**src/rtl/write_buffer_if.sv**
```systemverilog
// Port bundles for the posted-write buffer: CPU load/store side and memory bus side.
interface write_buffer_cpu_if #(
    parameter int ADDRESS_WIDTH = 32
);
    logic                     i_rw;
    logic                     i_request;
    logic                     o_ready;
    logic [ADDRESS_WIDTH-1:0] i_address;
    logic [31:0]              o_rdata;
    logic [31:0]              i_wdata;
    logic [3:0]               i_wmask;
    logic                     o_empty;
    logic                     o_full;

    modport master (
        output i_rw, i_request, i_address, i_wdata, i_wmask,
        input  o_ready, o_rdata, o_empty, o_full
    );
    modport slave (
        input  i_rw, i_request, i_address, i_wdata, i_wmask,
        output o_ready, o_rdata, o_empty, o_full
    );
endinterface

interface write_buffer_bus_if #(
    parameter int ADDRESS_WIDTH = 32
);
    logic                     o_bus_rw;
    logic                     o_bus_request;
    logic                     i_bus_ready;
    logic [ADDRESS_WIDTH-1:0] o_bus_address;
    logic [31:0]              i_bus_rdata;
    logic [31:0]              o_bus_wdata;
    logic [3:0]               o_bus_wmask;

    modport master (
        output o_bus_rw, o_bus_request, o_bus_address, o_bus_wdata, o_bus_wmask,
        input  i_bus_ready, i_bus_rdata
    );
    modport slave (
        input  o_bus_rw, o_bus_request, o_bus_address, o_bus_wdata, o_bus_wmask,
        output i_bus_ready, i_bus_rdata
    );
endinterface

```
**src/rtl/write_buffer.sv**
```systemverilog
// Posted-write buffer: writes are queued and acked at once, drained in order to the bus;
// reads go to the bus, optionally waiting for the queue to drain first.
module write_buffer #(
    parameter int DEPTH         = 16,
    parameter int ADDRESS_WIDTH = 32,
    parameter bit STALL_READ    = 1'b1
) (
    input logic                i_clock,
    input logic                i_reset,
    write_buffer_cpu_if.slave  cpu,
    write_buffer_bus_if.master bus
);
    localparam int PW = $clog2(DEPTH);
    localparam logic [PW:0] FULL_COUNT = (PW + 1)'(DEPTH);

    typedef struct packed {
        logic [ADDRESS_WIDTH-1:0] address;
        logic [31:0]              wdata;
        logic [3:0]               wmask;
    } entry_t;

    typedef enum logic [1:0] {IDLE, READ_WAIT, RELEASE} cpu_state_t;
    typedef enum logic [1:0] {B_IDLE, B_WRITE, B_READ, B_GAP} bus_state_t;

    entry_t                   fifo [DEPTH];
    logic [PW-1:0]            wr_ptr;
    logic [PW-1:0]            rd_ptr;
    logic [PW:0]              count;
    logic [PW:0]              count_next;
    cpu_state_t               c_state;
    bus_state_t               b_state;
    logic [ADDRESS_WIDTH-1:0] read_address;
    logic                     push;
    logic                     pop;
    logic                     fifo_full;
    logic                     fifo_empty;
    logic                     read_go;

    // An in-flight write stays counted until its pop, so count==0 also means nothing in flight.
    always_comb begin
        fifo_full  = (count == FULL_COUNT);
        fifo_empty = (count == '0);
        push       = (c_state == IDLE) && cpu.i_request && cpu.i_rw && !fifo_full;
        pop        = (b_state == B_WRITE) && bus.i_bus_ready;
        read_go    = (c_state == READ_WAIT) && (!STALL_READ || fifo_empty);
        count_next = count;
        if (push && !pop)
            count_next = count + 1'b1;
        else if (pop && !push)
            count_next = count - 1'b1;
    end

    always_ff @(posedge i_clock) begin
        if (i_reset) begin
            wr_ptr      <= '0;
            rd_ptr      <= '0;
            count       <= '0;
            cpu.o_empty <= 1'b1;
            cpu.o_full  <= 1'b0;
        end else begin
            if (push)
                wr_ptr <= wr_ptr + 1'b1;
            if (pop)
                rd_ptr <= rd_ptr + 1'b1;
            count       <= count_next;
            cpu.o_empty <= (count_next == '0);
            cpu.o_full  <= (count_next == FULL_COUNT);
        end
    end

    // Entry storage needs no reset: the pointers decide what is valid.
    always_ff @(posedge i_clock) begin
        if (push)
            fifo[wr_ptr] <= '{address: cpu.i_address, wdata: cpu.i_wdata, wmask: cpu.i_wmask};
    end

    always_ff @(posedge i_clock) begin
        if (i_reset) begin
            c_state      <= IDLE;
            cpu.o_ready  <= 1'b0;
            cpu.o_rdata  <= '0;
            read_address <= '0;
        end else begin
            cpu.o_ready <= 1'b0;
            case (c_state)
                IDLE: begin
                    if (cpu.i_request) begin
                        if (cpu.i_rw) begin
                            if (!fifo_full) begin
                                cpu.o_ready <= 1'b1;
                                c_state     <= RELEASE;
                            end
                        end else begin
                            read_address <= cpu.i_address;
                            c_state      <= READ_WAIT;
                        end
                    end
                end
                READ_WAIT: begin
                    if (b_state == B_READ && bus.i_bus_ready) begin
                        cpu.o_rdata <= bus.i_bus_rdata;
                        cpu.o_ready <= 1'b1;
                        c_state     <= RELEASE;
                    end
                end
                RELEASE: begin
                    if (!cpu.i_request)
                        c_state <= IDLE;
                end
                default: c_state <= IDLE;
            endcase
        end
    end

    always_ff @(posedge i_clock) begin
        if (i_reset) begin
            b_state           <= B_IDLE;
            bus.o_bus_request <= 1'b0;
            bus.o_bus_rw      <= 1'b0;
            bus.o_bus_address <= '0;
            bus.o_bus_wdata   <= '0;
            bus.o_bus_wmask   <= '0;
        end else begin
            case (b_state)
                B_IDLE: begin
                    if (read_go) begin
                        bus.o_bus_request <= 1'b1;
                        bus.o_bus_rw      <= 1'b0;
                        bus.o_bus_address <= read_address;
                        bus.o_bus_wmask   <= '0;
                        b_state           <= B_READ;
                    end else if (!fifo_empty) begin
                        bus.o_bus_request <= 1'b1;
                        bus.o_bus_rw      <= 1'b1;
                        bus.o_bus_address <= fifo[rd_ptr].address;
                        bus.o_bus_wdata   <= fifo[rd_ptr].wdata;
                        bus.o_bus_wmask   <= fifo[rd_ptr].wmask;
                        b_state           <= B_WRITE;
                    end
                end
                B_WRITE, B_READ: begin
                    if (bus.i_bus_ready) begin
                        bus.o_bus_request <= 1'b0;
                        b_state           <= B_GAP;
                    end
                end
                // Request stays low here so a lingering ready never completes the next transaction.
                B_GAP:   b_state <= B_IDLE;
                default: b_state <= B_IDLE;
            endcase
        end
    end
endmodule

```
**src/flat_wrapper.sv**
```systemverilog
// flat-port wrapper written by rule: the top's interface ports become plain ports
module write_buffer_flat 
#(
    parameter int DEPTH         = 16,
    parameter int ADDRESS_WIDTH = 32,
    parameter bit STALL_READ    = 1'b1
)
  (i_clock, i_reset, cpu_i_rw, cpu_i_request, cpu_i_address, cpu_i_wdata, cpu_i_wmask, cpu_o_ready, cpu_o_rdata, cpu_o_empty, cpu_o_full, bus_o_bus_rw, bus_o_bus_request, bus_o_bus_address, bus_o_bus_wdata, bus_o_bus_wmask, bus_i_bus_ready, bus_i_bus_rdata);
  write_buffer_cpu_if #(.ADDRESS_WIDTH(ADDRESS_WIDTH)) cpu_i ();
  write_buffer_bus_if #(.ADDRESS_WIDTH(ADDRESS_WIDTH)) bus_i ();
  input logic i_clock;
  input logic i_reset;
  input wire logic [$bits(cpu_i.i_rw)-1:0] cpu_i_rw;
  input wire logic [$bits(cpu_i.i_request)-1:0] cpu_i_request;
  input wire logic [$bits(cpu_i.i_address)-1:0] cpu_i_address;
  input wire logic [$bits(cpu_i.i_wdata)-1:0] cpu_i_wdata;
  input wire logic [$bits(cpu_i.i_wmask)-1:0] cpu_i_wmask;
  output wire logic [$bits(cpu_i.o_ready)-1:0] cpu_o_ready;
  output wire logic [$bits(cpu_i.o_rdata)-1:0] cpu_o_rdata;
  output wire logic [$bits(cpu_i.o_empty)-1:0] cpu_o_empty;
  output wire logic [$bits(cpu_i.o_full)-1:0] cpu_o_full;
  output wire logic [$bits(bus_i.o_bus_rw)-1:0] bus_o_bus_rw;
  output wire logic [$bits(bus_i.o_bus_request)-1:0] bus_o_bus_request;
  output wire logic [$bits(bus_i.o_bus_address)-1:0] bus_o_bus_address;
  output wire logic [$bits(bus_i.o_bus_wdata)-1:0] bus_o_bus_wdata;
  output wire logic [$bits(bus_i.o_bus_wmask)-1:0] bus_o_bus_wmask;
  input wire logic [$bits(bus_i.i_bus_ready)-1:0] bus_i_bus_ready;
  input wire logic [$bits(bus_i.i_bus_rdata)-1:0] bus_i_bus_rdata;
  assign cpu_i.i_rw = cpu_i_rw;
  assign cpu_i.i_request = cpu_i_request;
  assign cpu_i.i_address = cpu_i_address;
  assign cpu_i.i_wdata = cpu_i_wdata;
  assign cpu_i.i_wmask = cpu_i_wmask;
  assign cpu_o_ready = cpu_i.o_ready;
  assign cpu_o_rdata = cpu_i.o_rdata;
  assign cpu_o_empty = cpu_i.o_empty;
  assign cpu_o_full = cpu_i.o_full;
  assign bus_o_bus_rw = bus_i.o_bus_rw;
  assign bus_o_bus_request = bus_i.o_bus_request;
  assign bus_o_bus_address = bus_i.o_bus_address;
  assign bus_o_bus_wdata = bus_i.o_bus_wdata;
  assign bus_o_bus_wmask = bus_i.o_bus_wmask;
  assign bus_i.i_bus_ready = bus_i_bus_ready;
  assign bus_i.i_bus_rdata = bus_i_bus_rdata;
  write_buffer #(.DEPTH(DEPTH), .ADDRESS_WIDTH(ADDRESS_WIDTH), .STALL_READ(STALL_READ)) u_core (.i_clock(i_clock), .i_reset(i_reset), .cpu(cpu_i), .bus(bus_i));
endmodule
```
**config.mk**
```make
export PLATFORM = sky130hd
export DESIGN_NAME = write_buffer_flat
export DESIGN_NICKNAME = d
export VERILOG_FILES = /design/src/rtl/write_buffer_if.sv /design/src/rtl/write_buffer.sv /design/src/flat_wrapper.sv
export SDC_FILE = /design/constraint.sdc
export NUM_CORES = 1
export LEC_CHECK = 0
export ABC_CLOCK_PERIOD_IN_PS = 20800
export CORE_ASPECT_RATIO = 1.1
export CORE_MARGIN = 4
export CORE_UTILIZATION = 37
export CTS_BUF_LIST = sky130_fd_sc_hd__clkbuf_16
export DETAILED_ROUTE_END_ITERATION = 16
export GPL_ROUTABILITY_DRIVEN = 0
export SYNTH_ARGS = -nofsm -noshare
export SYNTH_HDL_FRONTEND = slang
export SYNTH_SLANG_ARGS = --single-unit
```
**constraint.sdc**
```tcl
create_clock -name i_clock -period 20.8 [get_ports i_clock]
set_input_delay 4.16 -clock i_clock [delete_from_list [all_inputs] [get_ports i_clock]]
set_output_delay 4.16 -clock i_clock [all_outputs]
set_load 0.1 [all_outputs]
```
Yosys cells after proc, flatten, opt, wreduce, memory -nomap -nowiden
Memories as Yosys holds them, arrays and structs flattened. A register that Yosys moved wholly into a read port is not among the register bits. Index checks and enable logic that the tools add are counted.

Multiplexer cells: 30. Equality and inequality tests: 14. Add/subtract/negate cells: 4. Bitwise logic cells: 3. Reductions and logical operators: 24.

Operator list (number): two-way mux 32 bit (2); two-way mux 2 bit (8); two-way mux 4 bit (4); case mux 2 bit (3 select lines) (2); == test 5 bit, second input constant (2); zero test 5 bit (2); two-way mux 1 bit (10); two-way mux 5 bit (2); != test 2 bit, second input constant (5); AND reduction 3 bit (3); adder 4 x 1 -> 4 bit, second input constant (2); logical AND 1 bit (8); == test 2 bit, second input constant (3); != test 3 bit, second input constant (2); AND reduction 2 bit (3); adder 5 x 1 -> 5 bit, second input constant (1); subtractor 5 x 1 -> 5 bit, second input constant (1); == test 2 x 1 -> 1 bit, second input constant (2); zero test 2 bit (2); case mux 1 bit (2 select lines) (2); AND reduction 4 bit (1); zero test 1 bit (3); inverter 1 bit (3); nonzero test 2 bit (1); OR reduction 2 bit (1).

Output and inout bits: 105. Bits in registers: 154. Word-level logic and storage cells: 91. RAM bits: 1088. Input bits: 105. Memories kept: 1.

Memory list: u_core.fifo (depth 16, width 68, rd ports 1, clocked after Yosys merged registers in 1, write ports 1, line write_buffer.sv:25) `entry_t fifo [DEPTH];`.

Longest topological paths before layout
Gate-level depths: netlist of the first run.

Word-level depth: 9. Mapped depth: 9. Gate-level depth less buffers: 7.

Worst setup path after synthesis of the first run
No wires, ideal clock.

Kind: input to register. From: input cpu_i_rw. To: memory u_core.fifo[3][0] in the netlist's numbering (enable). Arrival: 9553 ps. Stages on the path: 5. Setup slack: 10669 ps. Library setup time: 578 ps. Buffers on the path: 1. Required time: 20222 ps. Cells stage by stage: nand4bb_1 nor2_1 buf_2 nand2_1 nor3_1.

Longest elaborated chain between the ends: 4.

RTL lines: start: declaration (line flat_wrapper.sv:13) `input wire logic [$bits(cpu_i.i_rw)-1:0] cpu_i_rw;`; logical AND 1 bit (2 in series) (line write_buffer.sv:43) `push = (c_state == IDLE) && cpu.i_request && cpu.i_rw && !fifo_full;`; two-way mux 1 bit (line write_buffer.sv:73) `if (push)`; two-way mux 1 bit (implied by the code) (line write_buffer.sv:74) `fifo[wr_ptr] <= '{address: cpu.i_address, wdata: cpu.i_wdata, wmask: cpu.i_wmask};`; end: declaration (line write_buffer.sv:25).

No other way between the ends.

Worst setup path in the final report of the first run
From: input cpu_i_rw. To: memory u_core.fifo[10][1] in the netlist's numbering (enable).

The elaborated chain is that of the path after synthesis.

==> results of run 1 <==
cell usage in the layout (no fill, tap or decap), drive strengths merged, types with 4 or more instances in the layout:
master	n
edfxtp	1088
clkinv	49
inv	43
clkinvlp	9
nor2	101
clkbuf	121
nand2b	4
dfxtp	158
mux4	304
o22ai	32
bufinv	10
clkdlybuf4s50	208
nor3	42
a22oi	73
ha	11
xor2	6
buf	40
a21oi	144
nor2b	6
nand2	147
per-stage QoR:
stage / instances / hold WS (ns) / worst slack [ns]
floorplan: 2302 / 0.437 / 10.67
global placement: 4069 / 0.441 / 12.80
detailed placement: 4069 / 0.446 / 12.81
CTS: 4292 / 0.454 / 13.58
global route: 4292 / 0.470 / 13.38
finish: 4294 / 0.454 / 13.58
where the power goes:
part           total [mW]  leakage, nW  switching, mW  internal (mW)
combinational        1.31         3.57          0.917          0.395
sequential           2.88         11.1         0.0679           2.81
clock                2.09         1.95          0.909           1.18
routing by layer:
layer	up-vias	GRT usage, %	share of wire (%)
li1	9877	-	-
met3	146	3.37	6.5
met5	-	0	0.044
met4	8	3.72	1.8
met2	763	27.0	50
met1	12099	21.4	42
path summary, 6_finish.rpt:
path	start	endpoint	slack, ns	depth (start not counted)
worst max-delay path	cpu_i_rw	u_core.fifo[10][1]	13.58	7
worst min register to register	u_core.read_address[3]	u_core.read_address[3]	0.45	2
worst max register to register	register	u_core.bus.o_bus_wdata[2]	15.69	8
worst min-delay path	u_core.read_address[3]	u_core.read_address[3]	0.45	2
sequential cells by signal, summed over array words and instances, names as in the netlist, named ones only:
| name | flops |
|---|---|
| u_core.cpu.o_rdata | 32 |
| u_core.bus.o_bus_rw | 1 |
| u_core.bus.o_bus_request | 1 |
| u_core.b_state | 2 |
| u_core.bus.o_bus_wmask | 4 |
| u_core.cpu.o_full | 1 |
| u_core.wr_ptr | 4 |
| u_core.cpu.o_empty | 1 |
| u_core.bus.o_bus_address | 32 |
| u_core.fifo | 1088 |
| u_core.read_address | 32 |
| u_core.bus.o_bus_wdata | 32 |
| u_core.c_state | 2 |
| u_core.cpu.o_ready | 1 |
| u_core.rd_ptr | 4 |
| u_core.count | 5 |
logic make-up after synthesis:
logic type	after synthesis	synth area share [%]
flip-flops	1246	76.9
AND/OR/NAND/NOR	320	2.90
multiplexers	307	14.8
AO/OA/AOI/OAI	263	3.37
buffers and inverters	146	1.59
adder cells (fa/ha/maj)	11	0.295
XOR/XNOR	9	0.169
worst max-delay path: cells and delay by family:
family / cells / cell delay, ns
and+or+nand+nor: 4 / 1.75
buffers and inverters: 3 / 1.59
final cells by class:
class	count	area (µm²)	area share, %
Sequential cell	1246	35800	66.0
Multi-Input combinational cell	910	10200	18.8
Clock buffer	121	3030	5.57
Antenna cell	2	5.00	0.00921
Clock inverter	102	751	1.38
Tap cell	1656	2070	3.81
Timing Repair Buffer	248	2390	4.39
Inverter	9	33.8	0.0622
==> run summary, run 1 <==
static leakage = 16.6 nW
grt ovf = 0
CTS Buf Count = 119
drt initial violations = 1,942
slowest stage delay, CP = 0.96 ns
most frequent cell on the critical path = buf_4
Worst-Skew Late Latency = 0.71 ns
Hold Path Class = register to register
top post-synthesis cells by count = edfxtp_1 (1,088), mux4_2 (298), dfxtp_1 (158)
CTS tree = built
Final setup viols = 0
ranking of synthesized cells by area = edfxtp_1 (70%), mux4_2 (14%), dfxtp_1 (6.8%)
sequential area share after synthesis = 76.9%
largest net degree at the start of global routing = 86
Die H = 380 µm
Synth Instances = 2,302
CTS root buffer = clkbuf_16
Critical Path, Cell by Cell = clkdlybuf4s50_1 -> nand4bb_1 -> nor2_1 -> buf_4 -> nand2_1 -> nor2_4 -> buf_4
Die Area = 132,000 µm²
Overall Power = 6.27 mW
Total Wirelength = 107,000 µm
Yosys reg bits = 1,246
Worst-path clk slew = 0.06 ns
Avg Inst Size Synth = 20.3 µm²
syn_nets = 2,418
CTS Buffer Depth = 3
Fmax = 0.138 GHz
peak supply drop = 0.0899 mV
cell taking the most area after synthesis = edfxtp_1
IO Pins = 210
PwrDens = 115 nW/µm²
initial antenna violation count = 7
slew margin rel. = 14.7%
final-stage net count = 2,650
DR DRC count = 0
layout cells sized above 1 = 20.5%
share of the synthesized area in the top cell type = 70.1%
Mapped Area = 46,600 µm²
Final Hold Vio Count = 0
final slew viol count = 0
ys flop type = edfxtp_1
Area growth syn-to-layout = 16.6%
total track usage = 16.0%
drt pass-1 iters = 5
Clock Skews = 0.0201 ns
Final min period = 7.22 ns
fin util = 43.4%
initial core utilization = 37.3%
Post-synth EDFFs = 1,088
critical path endpoint category = register
Synth cell types = 44
ANT nets after route = 0
vias per cell = 5.33
Worst Tran Pin Value = 1.27 ns
crit start category = input pin
critical path type = input pin to register
row count = 136
CP max FO = 39
Syn. warnings = 0
clock sink count = 1,246
first-pass GRT wire length = 159,000 µm
most frequent cell after synthesis = edfxtp_1
Slowest-stage cell, CP = nor2_4
DIE WIDTH = 346 µm
fin area = 54,300 µm²
Port Buffers = 209
Post-CTS Hold Fix Bufs = 0
number of fill cells = 10,629
area of the core = 125,000 µm²
period utilization = 34.7%
placed inst area = 50,500 µm²
vias = 22,893
vias in the first global route = 24,043
Post-CTS Setup Inserts = 0
dpl hpwl = 61,200 µm
CTS resizes = 0
Avg WL per Cell = 24.9 µm
unrepaired setup endpoints after global routing = no
Fin Setup TNS = 0 ns
CP arrival = 7.55 ns
critical path required time = 21.13 ns
Clock H-tree levels = 3
outcome = finished clean
max-cap violations = 0
asr flop ratio synth = 0%
Note: power is estimated with default switching activity, not from simulation.
==> inputs of run 2 (changes only) <==
ABC_CLOCK_PERIOD_IN_PS = 5900   (was 20800)
clock period = 5.9 ns   (was 20.8 ns; I/O delays follow)
==> run summary, run 2 (synthesis gave the netlist of run 1 again) <==
top routing layer in use = met5 (unchanged)
dpl hpwl = 60,300 µm (was 61,200 µm)
final-stage net count = 2,671 (was 2,650)
Clock H-tree levels = 4 (was 3)
largest net degree at the start of global routing = 104 (was 86)
Overall Power = 22.9 mW (was 6.27 mW)
CTS Buf Count = 130 (was 119)
Die H = 380 µm (unchanged)
switch share = 29.8% (was 30.2%)
vias = 22,874 (was 22,893)
IO Pins = 210 (unchanged)
P_sw = 6.82 mW (was 1.89 mW)
ANT nets after route = 0 (unchanged)
Hold Path Class = register to register (unchanged)
DR DRC count = 0 (unchanged)
slowest stage delay, CP = 0.85 ns (was 0.96 ns)
Critical Path, Cell by Cell = clkdlybuf4s50_1 -> nand4bb_1 -> nor2_1 -> nand2_1 -> nor2_4 -> buf_12 (was clkdlybuf4s50_1 -> nand4bb_1 -> nor2_1 -> buf_4 -> nand2_1 -> nor2_4 -> buf_4)
Die Area = 132,000 µm² (unchanged)
final slew viol count = 0 (unchanged)
Port Buffers = 209 (unchanged)
most frequent cells in the layout = edfxtp_1 (1,088), mux4_2 (298), clkdlybuf4s50_1 (208) (unchanged)
drt initial violations = 2,174 (was 1,942)
Area growth syn-to-layout = 18.2% (was 16.6%)
max FFs per register = 1,088 (unchanged)
Post-CTS Setup Inserts = 0 (unchanged)
CP max FO = 28 (was 39)
initial core utilization = 37.3% (unchanged)
static leakage = 16.9 nW (was 16.6 nW)
critical path type = input pin to register (unchanged)
Worst Tran Pin Value = 1.28 ns (was 1.27 ns)
Worst-Skew Late Latency = 0.74 ns (was 0.71 ns)
PwrDens = 415 nW/µm² (was 115 nW/µm²)
Final min period = 4.04 ns
Slowest-stage cell, CP = nor2_4 (unchanged)
CTS Buffer Depth = 3 (unchanged)
M1 WL = 44,600 µm (was 44,800 µm)
critical path required time = 6.32 ns (was 21.13 ns)
clock sink count = 1,246 (unchanged)
CTS resizes = 0 (unchanged)
slew margin rel. = 14.5% (was 14.7%)
vias per cell = 5.29 (was 5.33)
Fmax = 0.248 GHz
period utilization = 68.4%
unrepaired setup endpoints after global routing = no (unchanged)
layout cells sized above 1 = 21.4% (was 20.5%)
met3 wire len = 6410 µm (was 6970 µm)
power share of the sequential group = 44.2% (was 45.8%)
CTS tree = built (unchanged)
dpl cells = 4,079 (was 4,069)
combinational fraction of design power = 20.3% (was 20.9%)
row count = 136 (unchanged)
Post-CTS Hold Fix Bufs = 0 (unchanged)
first-pass GRT wire length = 159,000 µm (about the same)
Final setup viols = 0 (unchanged)
CP arrival = 4.45 ns (was 7.55 ns)
met2 routed WL = 53,700 µm (was 53,000 µm)
Final Hold Vio Count = 0 (unchanged)
total track usage = 16.2% (was 16.0%)
leading cell type in the layout, fill and taps excluded = edfxtp_1 (unchanged)
CTS root buffer = clkbuf_16 (unchanged)
vias in the first global route = 23,937 (was 24,043)
dpl ws = 1.19 ns (was 12.81 ns)
peak supply drop = 0.362 mV (was 0.0899 mV)
Largest Register = u_core.fifo (unchanged)
Worst-path clk slew = 0.06 ns (about the same)
grt ovf = 0 (unchanged)
Clk pwr share = 35.5% (was 33.2%)
initial antenna violation count = 10 (was 7)
crit start category = input pin (unchanged)
Layout Cells excl Fill = 4,322 (was 4,294)
area of the core = 125,000 µm² (unchanged)
DIE WIDTH = 346 µm (unchanged)
Total Wirelength = 107,000 µm (about the same)
Avg WL per Cell = 24.8 µm (was 24.9 µm)
worst setup margin = 1.86 ns (was 13.58 ns)
critical path endpoint category = register (unchanged)
Clock Skews = 0.0186 ns (was 0.0201 ns)
max-cap violations = 0 (unchanged)
outcome = finished clean (unchanged)
drt pass-1 iters = 5 (unchanged)
Internal Pwr Total = 16.1 mW (was 4.38 mW)
## run 2: cell types whose count changed in the layout (fill, tap and decap cells not counted), moves of 3 or more
cell,before,now
clkbuf_16,121,135
buf_12,0,15
inv_1,38,34
bufinv_16,10,13
clkinv_8,0,4
buf_4,39,34
inv_6,4,8
## run 2: power by group through the flow
| stage | Combinational, mW | Clock (mW) | Sequential [mW] |
|---|---|---|---|
| 2_1_floorplan | 1.82 | 0 | 11.9 |
| 3_3_place_gp | 4.66 | 0 | 10.3 |
| 3_5_place_dp | 4.70 | 0 | 10.3 |
| 4_1_cts | 4.72 | 8.32 | 10.1 |
| 5_1_grt | 4.92 | 8.68 | 10.2 |
| 6_report | 4.64 | 8.12 | 10.1 |
## run 2: critical path, delay by kind of cell
| family | cells | cell delay, ns |
|---|---|---|
| buffers and inverters | 2 | 0.86 |
| AND/OR/NAND/NOR | 4 | 2.37 |
## run 2: final timing paths
kind                                             to                start  slack (ns)  cells past startpoint
worst min register to register  u_core.bus.o_bus_rw  u_core.bus.o_bus_rw        0.45                      2
worst min-delay path            u_core.bus.o_bus_rw  u_core.bus.o_bus_rw        0.45                      2
worst max-delay path            u_core.fifo[13][28]             cpu_i_rw        1.86                      6
worst max register to register  u_core.fifo[13][28]      u_core.count[0]        2.17                      7
## run 2: metrics by stage
stage	TNS [ns]	cell area, µm²	hold WS, ns	utilization [%]
2_1_floorplan	-165.75	46600	0.437	-
3_3_place_gp	0	50800	0.441	40.6
3_5_place_dp	0	50800	0.448	40.6
4_1_cts	0	55100	0.456	44.1
5_1_grt	0	55100	0.472	44.1
6_report	0	55100	0.452	44.1
## run 2: layout make-up
| type | instances | area [µm²] |
|---|---|---|
| Clock buffer | 135 | 3380 |
| Clock inverter | 105 | 906 |
| Sequential cell | 1246 | 35800 |
| Antenna cell | 3 | 7.51 |
| Inverter | 9 | 33.8 |
| Fill cell | 10563 | 70000 |
| Timing Repair Buffer | 258 | 2650 |
| Tap cell | 1656 | 2070 |
| Multi-Input combinational cell | 910 | 10200 |
## run 2: routing by layer
layer,track usage [%],vias up
met3,3.67,159
li1,-,9932
met4,4.45,8
met2,27.1,688
met1,21.3,12087
met5,0,-
